--- src/rtl/top_r2_pkg.sv ---
// Shared types and constants for the radix-2 divider slice.
package top_r2_pkg;

  localparam int unsigned DEF_WIDTH    = 32;
  localparam int unsigned DEF_EXPWIDTH = 6;

  typedef enum logic [1:0] {
    IDLE = 2'd0,
    NORM = 2'd1,
    CALC = 2'd2,
    FIX  = 2'd3
  } state_t;

  // Most-negative value of a w-bit two's complement word (w <= 64).
  function automatic logic [63:0] ovf_quot(input int unsigned w);
    return 64'd1 << (w - 1);
  endfunction

endpackage

--- src/rtl/top_r2_lzc.sv ---
// Combinational leading-zero counter; returns WIDTH for an all-zero input.
module top_r2_lzc #(
  parameter int unsigned WIDTH    = 32,
  parameter int unsigned EXPWIDTH = 6
) (
  input  logic [WIDTH-1:0]    a,
  output logic [EXPWIDTH-1:0] cnt
);

  always_comb begin
    cnt = EXPWIDTH'(WIDTH);
    for (int unsigned i = 0; i < WIDTH; i++) begin
      if (a[i]) cnt = EXPWIDTH'(WIDTH - 1 - i);
    end
  end

endmodule

--- src/rtl/top_r2_div.sv ---
// Iterative radix-2 restoring divider, signed/unsigned, free/valid_in start and done pulse.
// Build option: TOP_R2_LZC_SKIP_EN enables the leading-zero iteration skip and early out.
module top_r2_div
  import top_r2_pkg::*;
#(
  parameter int unsigned WIDTH    = DEF_WIDTH,
  parameter int unsigned EXPWIDTH = DEF_EXPWIDTH
) (
  input  logic             clk,
  input  logic             rst_n,
  input  logic [WIDTH-1:0] zdividend,
  input  logic [WIDTH-1:0] zdivisor,
  input  logic             valid_in,
  input  logic             sign,
  output logic [WIDTH-1:0] q,
  output logic [WIDTH-1:0] r,
  output logic             done,
  output logic             free,
  output logic             sign_o
);

  localparam logic [WIDTH-1:0] OVF = WIDTH'(ovf_quot(WIDTH));

  state_t                state;
  logic [WIDTH-1:0]      n_reg, d_reg;
  logic                  sgn_reg;
  logic [WIDTH:0]        rem;
  logic [2*WIDTH-1:0]    dsh;
  logic [WIDTH-1:0]      q_acc;
  logic [EXPWIDTH-1:0]   cnt;

  logic                  n_neg, d_neg, d_zero, n_zero;
  logic [WIDTH-1:0]      n_abs, d_abs;
  logic [EXPWIDTH-1:0]   lzc_n, lzc_d;
  logic [EXPWIDTH-1:0]   shamt, iters;
  logic                  ge;
  logic [WIDTH:0]        diff;
  logic                  q_neg, r_neg;

  assign n_neg = sgn_reg & n_reg[WIDTH-1];
  assign d_neg = sgn_reg & d_reg[WIDTH-1];
  assign n_abs = n_neg ? -n_reg : n_reg;
  assign d_abs = d_neg ? -d_reg : d_reg;

  top_r2_lzc #(.WIDTH(WIDTH), .EXPWIDTH(EXPWIDTH)) u_lzc_n (.a(n_abs), .cnt(lzc_n));
  top_r2_lzc #(.WIDTH(WIDTH), .EXPWIDTH(EXPWIDTH)) u_lzc_d (.a(d_abs), .cnt(lzc_d));

  assign d_zero = (lzc_d == EXPWIDTH'(WIDTH));
  assign n_zero = (lzc_n == EXPWIDTH'(WIDTH));

  always_comb begin
`ifdef TOP_R2_LZC_SKIP_EN
    shamt = lzc_d - lzc_n;
    iters = (d_zero || (n_abs < d_abs)) ? '0 : shamt + EXPWIDTH'(1);
`else
    shamt = EXPWIDTH'(WIDTH - 1);
    iters = d_zero ? '0 : EXPWIDTH'(WIDTH);
`endif
  end

  // The divisor register is 2*WIDTH wide so the fixed-iteration build can
  // align it at WIDTH-1 without a separate shift-left remainder datapath.
  assign ge   = (dsh <= {{(WIDTH-1){1'b0}}, rem});
  assign diff = rem - dsh[WIDTH:0];

  assign q_neg = (n_neg ^ d_neg) & (q_acc != '0);
  assign r_neg = n_neg & ~n_zero;

  assign free = (state == IDLE);

  always_ff @(posedge clk) begin
    if (rst_n) begin
      state   <= IDLE;
      n_reg   <= '0;
      d_reg   <= '0;
      sgn_reg <= 1'b0;
      rem     <= '0;
      dsh     <= '0;
      q_acc   <= '0;
      cnt     <= '0;
      q       <= '0;
      r       <= '0;
      sign_o  <= 1'b0;
      done    <= 1'b0;
    end else begin
      done <= 1'b0;
      case (state)
        IDLE: begin
          if (valid_in) begin
            n_reg   <= zdividend;
            d_reg   <= zdivisor;
            sgn_reg <= sign;
            state   <= NORM;
          end
        end
        NORM: begin
          rem   <= {1'b0, n_abs};
          dsh   <= {{WIDTH{1'b0}}, d_abs} << shamt;
          q_acc <= '0;
          cnt   <= iters;
          state <= (iters == '0) ? FIX : CALC;
        end
        CALC: begin
          if (ge) rem <= diff;
          q_acc <= {q_acc[WIDTH-2:0], ge};
          dsh   <= dsh >> 1;
          cnt   <= cnt - EXPWIDTH'(1);
          if (cnt == EXPWIDTH'(1)) state <= FIX;
        end
        FIX: begin
          if (d_zero) begin
            q <= '1;
            r <= n_reg;
          end else if (sgn_reg && (n_reg == OVF) && (d_reg == '1)) begin
            q <= OVF;
            r <= '0;
          end else begin
            q <= q_neg ? -q_acc : q_acc;
            r <= r_neg ? -rem[WIDTH-1:0] : rem[WIDTH-1:0];
          end
          sign_o <= sgn_reg;
          done   <= 1'b1;
          state  <= IDLE;
        end
        default: state <= IDLE;
      endcase
    end
  end

endmodule

--- config.mk ---
export PLATFORM = sky130hd
export DESIGN_NAME = top_r2_div
export DESIGN_NICKNAME = d
export VERILOG_FILES = /design/src/rtl/top_r2_pkg.sv /design/src/rtl/top_r2_lzc.sv /design/src/rtl/top_r2_div.sv
export SDC_FILE = /design/constraint.sdc
export NUM_CORES = 1
export LEC_CHECK = 0
export BUFFER_PORTS_ARGS = -buffer_cell sky130_fd_sc_hd__buf_2
export CAP_MARGIN = 20
export CORE_MARGIN = 2
export CORE_UTILIZATION = 60
export DETAILED_ROUTE_END_ITERATION = 16
export PLACE_DENSITY = 0.92
export SETUP_SLACK_MARGIN = 0.15
export SLEW_MARGIN = 20
export SYNTH_ARGS = -nofsm -noshare
export SYNTH_HDL_FRONTEND = slang
export SYNTH_HIERARCHICAL = 1
export SYNTH_SLANG_ARGS = --single-unit
--- constraint.sdc ---
create_clock -name clk -period 6.4 [get_ports clk]
set_input_delay 1.28 -clock clk [delete_from_list [all_inputs] [get_ports clk]]
set_output_delay 1.28 -clock clk [all_outputs]
set_load 0.05 [all_outputs]
# After elaboration in Yosys (flattened, before gate mapping)
# Cells that the tools add are included.
[classes]
eq_ne = 11
n_reduce_logical = 9
muxes = 83
n_bitwise = 6
magnitude_cmp = 1
n_addsub = 6
[ops]
columns = ["op", "n"]
rows = [
  ["2-to-1 mux 6 bit", 65],
  ["2-to-1 mux 32 bit", 8],
  ["negator 32 bit", 4],
  ["case mux 64 bit (2 select lines)", 1],
  ["case mux 33 bit (2 select lines)", 1],
  ["equality test 32 bit, second input constant", 2],
  ["<= comparator 64 x 33 -> 1 bit", 1],
  ["case mux 32 bit (2 select lines)", 1],
  ["2-to-1 mux 33 bit", 1],
  ["subtractor 33 bit", 1],
  ["nonzero test 32 bit", 1],
  ["equality test 6 bit, second input constant", 2],
  ["case mux 6 bit (2 select lines)", 1],
  ["case mux 2 bit (4 select lines)", 1],
  ["equality test 6 x 1 -> 1 bit, second input constant", 1],
  ["zero test 6 bit", 1],
  ["inequality test 2 bit, second input constant", 3],
  ["AND reduction 2 bit", 3],
  ["subtractor 6 x 1 -> 6 bit, second input constant", 1],
  ["AND 1 bit", 4],
  ["equality test 2 bit, second input constant", 2],
  ["2-to-1 mux 2 bit", 2],
  ["equality test 2 x 1 -> 1 bit, second input constant", 1],
  ["logical AND 1 bit", 2],
  ["other kinds (5)", 6],
]
[word_totals]
ff_bits = 268
out_inout_bits = 67
inputBits = 68

# Longest topological paths before layout
[depth]
ltp_word = 40
mapped_depth = 22
ltp_nobuf = 20

# Hierarchy
# The synthesis kept the hierarchy.
[by_module_without_submodules]
columns = ["module", "area_each_um2", "n_inst", "cells_each", "seq_area_each_um2"]
rows = [
  ["top_r2_div", 15967.8, 1, 2093, 5345.1],
  ["top_r2_lzc", 367.9, 2, 65, 0.0],
]

# Worst setup path after synthesis
# No wires, ideal clock.
[synth_path]
path_kind = "register to register"
from = "register d_reg[2]"
to = "register r[28]"
n_path_buf = 4
arrival_ns = 4.672
setup_time_ns = 0.086
path_stages_with_launch = 19
t_required_ns = 6.314
setup_slack_ns = 1.643
cell_sequence = "dfxtp_1 clkbuf_2 nor4_1 nor4bb_1 nor4b_2 nand2_1 o31a_1 xor2_1 nor3_1 o21ai_0 a2111oi_0 a221oi_1 nor4_1 and3b_1 clkbuf_1 clkbuf_1 buf_1 a22oi_1 a211oi_1"
[synth_via]
elab_cells_between_ends = 37
classes_between = "1 x add/sub; 2 x eq/ne; 33 x mux; 1 x reduce/logical"
[synth_lines]
columns = ["item", "line", "source"]
rows = [
  ["start: declaration", "top_r2_div.sv:25", "logic [WIDTH-1:0] n_reg, d_reg;"],
  ["start signal: assignment", "top_r2_div.sv:91", "d_reg <= zdivisor;"],
  ["negator 32 bit", "top_r2_div.sv:43", "assign d_abs = d_neg ? -d_reg : d_reg;"],
  ["2-to-1 mux 32 bit", "top_r2_div.sv:43", ""],
  ["net d_abs[22]", "top_r2_div.sv:33", "logic [WIDTH-1:0] n_abs, d_abs;"],
  ["2-to-1 mux 6 bit (10 in a row)", "top_r2_lzc.sv:13", "if (a[i]) cnt = EXPWIDTH'(WIDTH - 1 - i);"],
  ["net lzc_d[0]", "top_r2_div.sv:34", "logic [EXPWIDTH-1:0] lzc_n, lzc_d;"],
  ["equality test 6 bit", "top_r2_div.sv:48", "assign d_zero = (lzc_d == EXPWIDTH'(WIDTH));"],
  ["2-to-1 mux 32 bit", "top_r2_div.sv:111", "if (d_zero) begin"],
  ["end signal: assignment", "top_r2_div.sv:113", "r <= n_reg;"],
  ["end signal: assignment", "top_r2_div.sv:119", "r <= r_neg ? -rem[WIDTH-1:0] : rem[WIDTH-1:0];"],
  ["end: declaration", "top_r2_div.sv:16", "output logic [WIDTH-1:0] r,"],
]
# The timed path passes the listed nets, and every way through them passes these cells.
# A chain may end at the register's enable or synchronous reset.

# Worst setup path in the final report
[layout_path]
from = "register d_reg[2]"
to = "register r[27]"
# Same word-level chain as after synthesis.

==> flow_summary.html <==
<table>
<tr><th>Metric</th><th>Value</th></tr>
<tr><th colspan="2">Finish</th></tr>
<tr><td>Fraction of layout cells with a size suffix above 1</td><td>10.0%</td></tr>
<tr><td>Layout overhead on the synthesized area</td><td>9.94%</td></tr>
<tr><td># nets final</td><td>2406</td></tr>
<tr><td>Most frequent cells in the layout</td><td>275 x sky130_fd_sc_hd__nand2_1, 267 x sky130_fd_sc_hd__dfxtp_1, 265 x sky130_fd_sc_hd__a21oi_1, 174 x sky130_fd_sc_hd__nor2_1, 133 x sky130_fd_sc_hd__buf_2</td></tr>
<tr><td>Layout Cell Area excl Fill</td><td>18400 sq um</td></tr>
<tr><td>Largest Register</td><td>dsh</td></tr>
<tr><td>Final core occ</td><td>66.5%</td></tr>
<tr><td>Most common library cell in the layout ignoring fill and taps</td><td>sky130_fd_sc_hd__nand2_1</td></tr>
<tr><td>Area taken by flip-flops and latches</td><td>5350 sq um</td></tr>
<tr><td>Filler cell count</td><td>2218</td></tr>
<tr><td>Flip-flop count of the largest register after layout</td><td>63</td></tr>
<tr><td>Biggest registers after layout</td><td>dsh: 63 flops, rem: 33 flops</td></tr>
<tr><td>Multi-input gate area in the final layout</td><td>10300 sq um</td></tr>
<tr><th colspan="2">Floorplanning</th></tr>
<tr><td>Number of placement rows</td><td>61</td></tr>
<tr><td>Die Outline Area</td><td>29200 sq um</td></tr>
<tr><td>Starting utilization of the core area</td><td>60.5%</td></tr>
<tr><td>Core outline area</td><td>27600 sq um</td></tr>
<tr><td>Vertical die dimension</td><td>171 microns</td></tr>
<tr><td>Die X</td><td>171 microns</td></tr>
<tr><td>Number of primary I/O pins</td><td>135</td></tr>
<tr><th colspan="2">Logic synthesis</th></tr>
<tr><td>Number of warnings printed during yosys synthesis</td><td>6</td></tr>
<tr><td>Leading cell types by total area after synthesis</td><td>sky130_fd_sc_hd__dfxtp_1 32%, sky130_fd_sc_hd__a21oi_1 8.0%, sky130_fd_sc_hd__nand2_1 6.2%</td></tr>
<tr><td>Number of enable-type register cells in the synthesized netlist</td><td>0</td></tr>
<tr><td>Average size of a mapped cell</td><td>7.51 sq um</td></tr>
<tr><td>Part of the Yosys area used for sequential elements</td><td>32.0%</td></tr>
<tr><td>Combined area of all synthesized cells</td><td>16700 sq um</td></tr>
<tr><td>Post-synthesis sequential element count</td><td>267</td></tr>
<tr><td>Net count after synthesis</td><td>2368</td></tr>
<tr><td>Syn Inst Count</td><td>2223</td></tr>
<tr><td>Dominant register cell in the synthesized netlist</td><td>sky130_fd_sc_hd__dfxtp_1</td></tr>
<tr><td>Cell type with the highest aggregate area in the netlist</td><td>sky130_fd_sc_hd__dfxtp_1</td></tr>
<tr><td>Synth cell types</td><td>76</td></tr>
<tr><td>Fraction of synthesized cell area taken by the top area cell type</td><td>32.0%</td></tr>
<tr><td>Fraction of synthesis flops using an asynchronous set or reset pin</td><td>0%</td></tr>
<tr><th colspan="2">Clock tree</th></tr>
<tr><td>Count of hold-fix buffers inserted at cts</td><td>0</td></tr>
<tr><td>Clock-pin slew reported for the worst setup and hold paths after clock tree synthesis</td><td>60 ps</td></tr>
<tr><td>Number of buffers created by CTS</td><td>28</td></tr>
<tr><td>TritonCTS Sinks</td><td>267</td></tr>
<tr><td>Maximum clock path buffer count</td><td>3</td></tr>
<tr><td>Total of cells resized after clock tree synthesis</td><td>0</td></tr>
<tr><td>TritonCTS clock tree</td><td>built</td></tr>
<tr><td>Clock insertion delay at the later pin of the skew report</td><td>560 ps</td></tr>
<tr><td>Clock root cell</td><td>sky130_fd_sc_hd__clkbuf_16</td></tr>
<tr><td>Post-CTS setup buffers</td><td>0</td></tr>
<tr><td>H-tree levels</td><td>1</td></tr>
<tr><th colspan="2">Global routing</th></tr>
<tr><td>Largest net degree at the start of global routing</td><td>112</td></tr>
<tr><td>Overall fraction of global-route tracks in use</td><td>31.4%</td></tr>
<tr><td>Number of antenna violations at the first check in global routing</td><td>1</td></tr>
<tr><td>Global-route wire length before repair</td><td>76000 microns</td></tr>
<tr><td>Total grt overflow</td><td>0</td></tr>
<tr><td>Via count of the first global-routing pass</td><td>15100</td></tr>
<tr><th colspan="2">Worst setup path</th></tr>
<tr><td>Arrival @ worst endpoint</td><td>6110 ps</td></tr>
<tr><td>Worst r2r src</td><td>d_reg[2]$_SDFFE_PP0P_</td></tr>
<tr><td>Cell chain of the critical path</td><td>nor4_1 -&gt; nor4bb_1 -&gt; nor4b_2 -&gt; nand2_1 -&gt; o31a_1 -&gt; xor2_1 -&gt; nor3_1 -&gt; o21ai_0 -&gt; a2111oi_0 -&gt; a221oi_1 -&gt; nor4_1 -&gt; and3b_1 -&gt; buf_4 -&gt; nor2_2 -&gt; buf_4 -&gt; a22oi_1 -&gt; a211oi_1</td></tr>
<tr><td>Max stage delay on crit path</td><td>720 ps</td></tr>
<tr><td>CP Launch Type</td><td>register</td></tr>
<tr><td>Slowest cell on the critical path</td><td>sky130_fd_sc_hd__nor4bb_1</td></tr>
<tr><td>Reg2Reg Depth</td><td>17</td></tr>
<tr><td>Max FO, Critical Path</td><td>40</td></tr>
<tr><td>Type of the worst setup path</td><td>reg -&gt; reg</td></tr>
<tr><td>CP Capture Type</td><td>register</td></tr>
<tr><td>Data required time of the critical path</td><td>6790 ps</td></tr>
<tr><td>Worst setup path start</td><td>d_reg[2]$_SDFFE_PP0P_</td></tr>
<tr><th colspan="2">Drt</th></tr>
<tr><td>Post-Route WL</td><td>48000 microns</td></tr>
<tr><td>Post-DRT Antenna Nets</td><td>0</td></tr>
<tr><td>Remaining DRCs</td><td>0</td></tr>
<tr><td>Number of iterations in the first detailed-routing pass</td><td>6</td></tr>
<tr><td>Count of vias placed by the detailed router</td><td>16800</td></tr>
<tr><td>Detailed router's first-iteration violation count</td><td>2108</td></tr>
<tr><td>Vias per cell</td><td>6.33</td></tr>
<tr><td>Wire length per cell after detailed routing</td><td>18.1 microns</td></tr>
<tr><th colspan="2">Place</th></tr>
<tr><td>Place WS</td><td>946 ps</td></tr>
<tr><td>Post-detailed-placement cell area</td><td>17400 sq um</td></tr>
<tr><td>IO Port Bufs</td><td>134</td></tr>
<tr><td>Final weighted congestion in routability-driven placement</td><td>0.984</td></tr>
<tr><td>Post-DP HPWL</td><td>33900 microns</td></tr>
<tr><th colspan="2">Timing</th></tr>
<tr><td>RSZ-0062 raised after global routing</td><td>false</td></tr>
<tr><td>Hold Violations, Final</td><td>0</td></tr>
<tr><td>Least-Margin Pin Slew</td><td>1030 ps</td></tr>
<tr><td>Tcrit/Tclk final</td><td>89.4%</td></tr>
<tr><td>Total negative setup slack</td><td>0 ps</td></tr>
<tr><td>Worst max-slew margin expressed relative to the limit</td><td>31.2%</td></tr>
<tr><td>Max Clk Rate</td><td>0.175 GHz</td></tr>
<tr><td>Layout Skew</td><td>22.7 ps</td></tr>
<tr><td>Final worst-path setup slack</td><td>681 ps</td></tr>
<tr><td>Pins Over Slew Limit</td><td>0</td></tr>
<tr><td>Setup-failing EPs final</td><td>0</td></tr>
<tr><td>Post-layout min period</td><td>5720 ps</td></tr>
<tr><th colspan="2">Power</th></tr>
<tr><td>Overall Power</td><td>9.37 mW</td></tr>
<tr><td>Peak supply drop</td><td>278 uV</td></tr>
<tr><td>PD cells</td><td>510 nW/um^2</td></tr>
<tr><td>Leakage power summed over all cells</td><td>7.12 nW</td></tr>
<tr><th colspan="2">Worst hold path</th></tr>
<tr><td>Hold Startpoint</td><td>dsh[57]$_SDFFE_PP0P_</td></tr>
<tr><td>Worst min-delay path class</td><td>reg -&gt; reg</td></tr>
<tr><td>Worst hold stages</td><td>2</td></tr>
<tr><th colspan="2">Run</th></tr>
<tr><td>Total of max-cap violations</td><td>0</td></tr>
<tr><th colspan="2">Run status</th></tr>
<tr><td>Result of the run</td><td>complete, no violations</td></tr>
</table>
-- critical path: cells and delay by family, from the launching register on --
family / cells / cell delay (ps)
XOR/XNOR: 1 / 200
AND/OR/NAND/NOR: 8 / 3000
AO/OA/AOI/OAI: 6 / 1310
flip-flops: 1 / 370
buffers and inverters: 2 / 630
-- area by class of cell --
cell class,count,share of cell area [%]
Multi-Input combinational cell,1694,56.3
Clock inverter,9,0.675
Timing Repair Buffer,154,4.50
Inverter,116,2.37
Tap cell,378,2.58
Sequential cell,267,29.1
Antenna cell,1,0.0136
Clock buffer,41,4.41
-- cells by family after synthesis --
group,count (synthesis),synth area share [%]
simple gates,831,24.0
compound gates,629,23.4
flops,267,32.0
buf+inv,262,6.34
xor+xnor,133,6.97
fa+ha+maj,77,5.81
mux,24,1.47
-- final timing paths --
| check | to | slack (ps) |
|---|---|---|
| worst min register to register | dsh[57]$_SDFFE_PP0P_ | 460 |
| worst max-delay path | r[27]$_SDFFE_PP0P_ | 680 |
| worst min-delay path | dsh[57]$_SDFFE_PP0P_ | 460 |
| worst max register to register | r[27]$_SDFFE_PP0P_ | 680 |
-- cell usage after synthesis (5+ instances only) --
cell type / number
sky130_fd_sc_hd__nand2_1: 276
sky130_fd_sc_hd__dfxtp_1: 267
sky130_fd_sc_hd__a21oi_1: 266
sky130_fd_sc_hd__nor2_1: 175
sky130_fd_sc_hd__clkbuf_1: 119
sky130_fd_sc_hd__inv_1: 114
sky130_fd_sc_hd__nand3_1: 88
sky130_fd_sc_hd__xnor2_1: 83
sky130_fd_sc_hd__o21ai_0: 82
sky130_fd_sc_hd__ha_1: 76
sky130_fd_sc_hd__nand2b_1: 66
sky130_fd_sc_hd__a211oi_1: 56
sky130_fd_sc_hd__nor3_1: 54
sky130_fd_sc_hd__xor2_1: 50
sky130_fd_sc_hd__nor4_1: 44
sky130_fd_sc_hd__o31ai_1: 30
sky130_fd_sc_hd__nand4_1: 29
sky130_fd_sc_hd__a22oi_1: 28
sky130_fd_sc_hd__a31oi_1: 26
sky130_fd_sc_hd__mux2i_1: 20
sky130_fd_sc_hd__o211ai_1: 19
sky130_fd_sc_hd__o22ai_1: 17
sky130_fd_sc_hd__or4_1: 17
sky130_fd_sc_hd__o41ai_1: 16
sky130_fd_sc_hd__and3_1: 15
sky130_fd_sc_hd__nor2b_1: 15
sky130_fd_sc_hd__a21o_1: 14
sky130_fd_sc_hd__and2_1: 11
sky130_fd_sc_hd__buf_1: 11
sky130_fd_sc_hd__o21a_1: 11
sky130_fd_sc_hd__a311oi_1: 7
sky130_fd_sc_hd__buf_6: 6
sky130_fd_sc_hd__nor3b_1: 6
sky130_fd_sc_hd__o311ai_0: 6
sky130_fd_sc_hd__or3_1: 6
sky130_fd_sc_hd__a2111oi_0: 5
sky130_fd_sc_hd__a221oi_1: 5
sky130_fd_sc_hd__buf_4: 5
sky130_fd_sc_hd__nand3b_1: 5
-- metal layers --
metal  vias up  GRT usage (%)  wire [microns]
li1       7981              -               -
met1      7782           43.1           20300
met2       948           50.5           21600
met3       118           4.93            4910
met4         2           10.1            1260
met5         -              0              13
-- through the flow --
step | std cells | hold slack [ps]
after floorplan | 2223 | 432
after global placement | 2609 | 445
after detailed placement | 2609 | 454
after CTS | 2659 | 463
after global routing | 2659 | 491
final | 2660 | 460
-- power by group --
part / switching [mW] / internal (mW) / leakage [nW]
combinational: 3.48 / 1.88 / 4.49
clock: 0.675 / 0.958 / 0.460
sequential: 0.417 / 1.97 / 2.17
total: 4.57 / 4.80 / 7.12
Note: power is estimated with default switching activity, not from simulation.
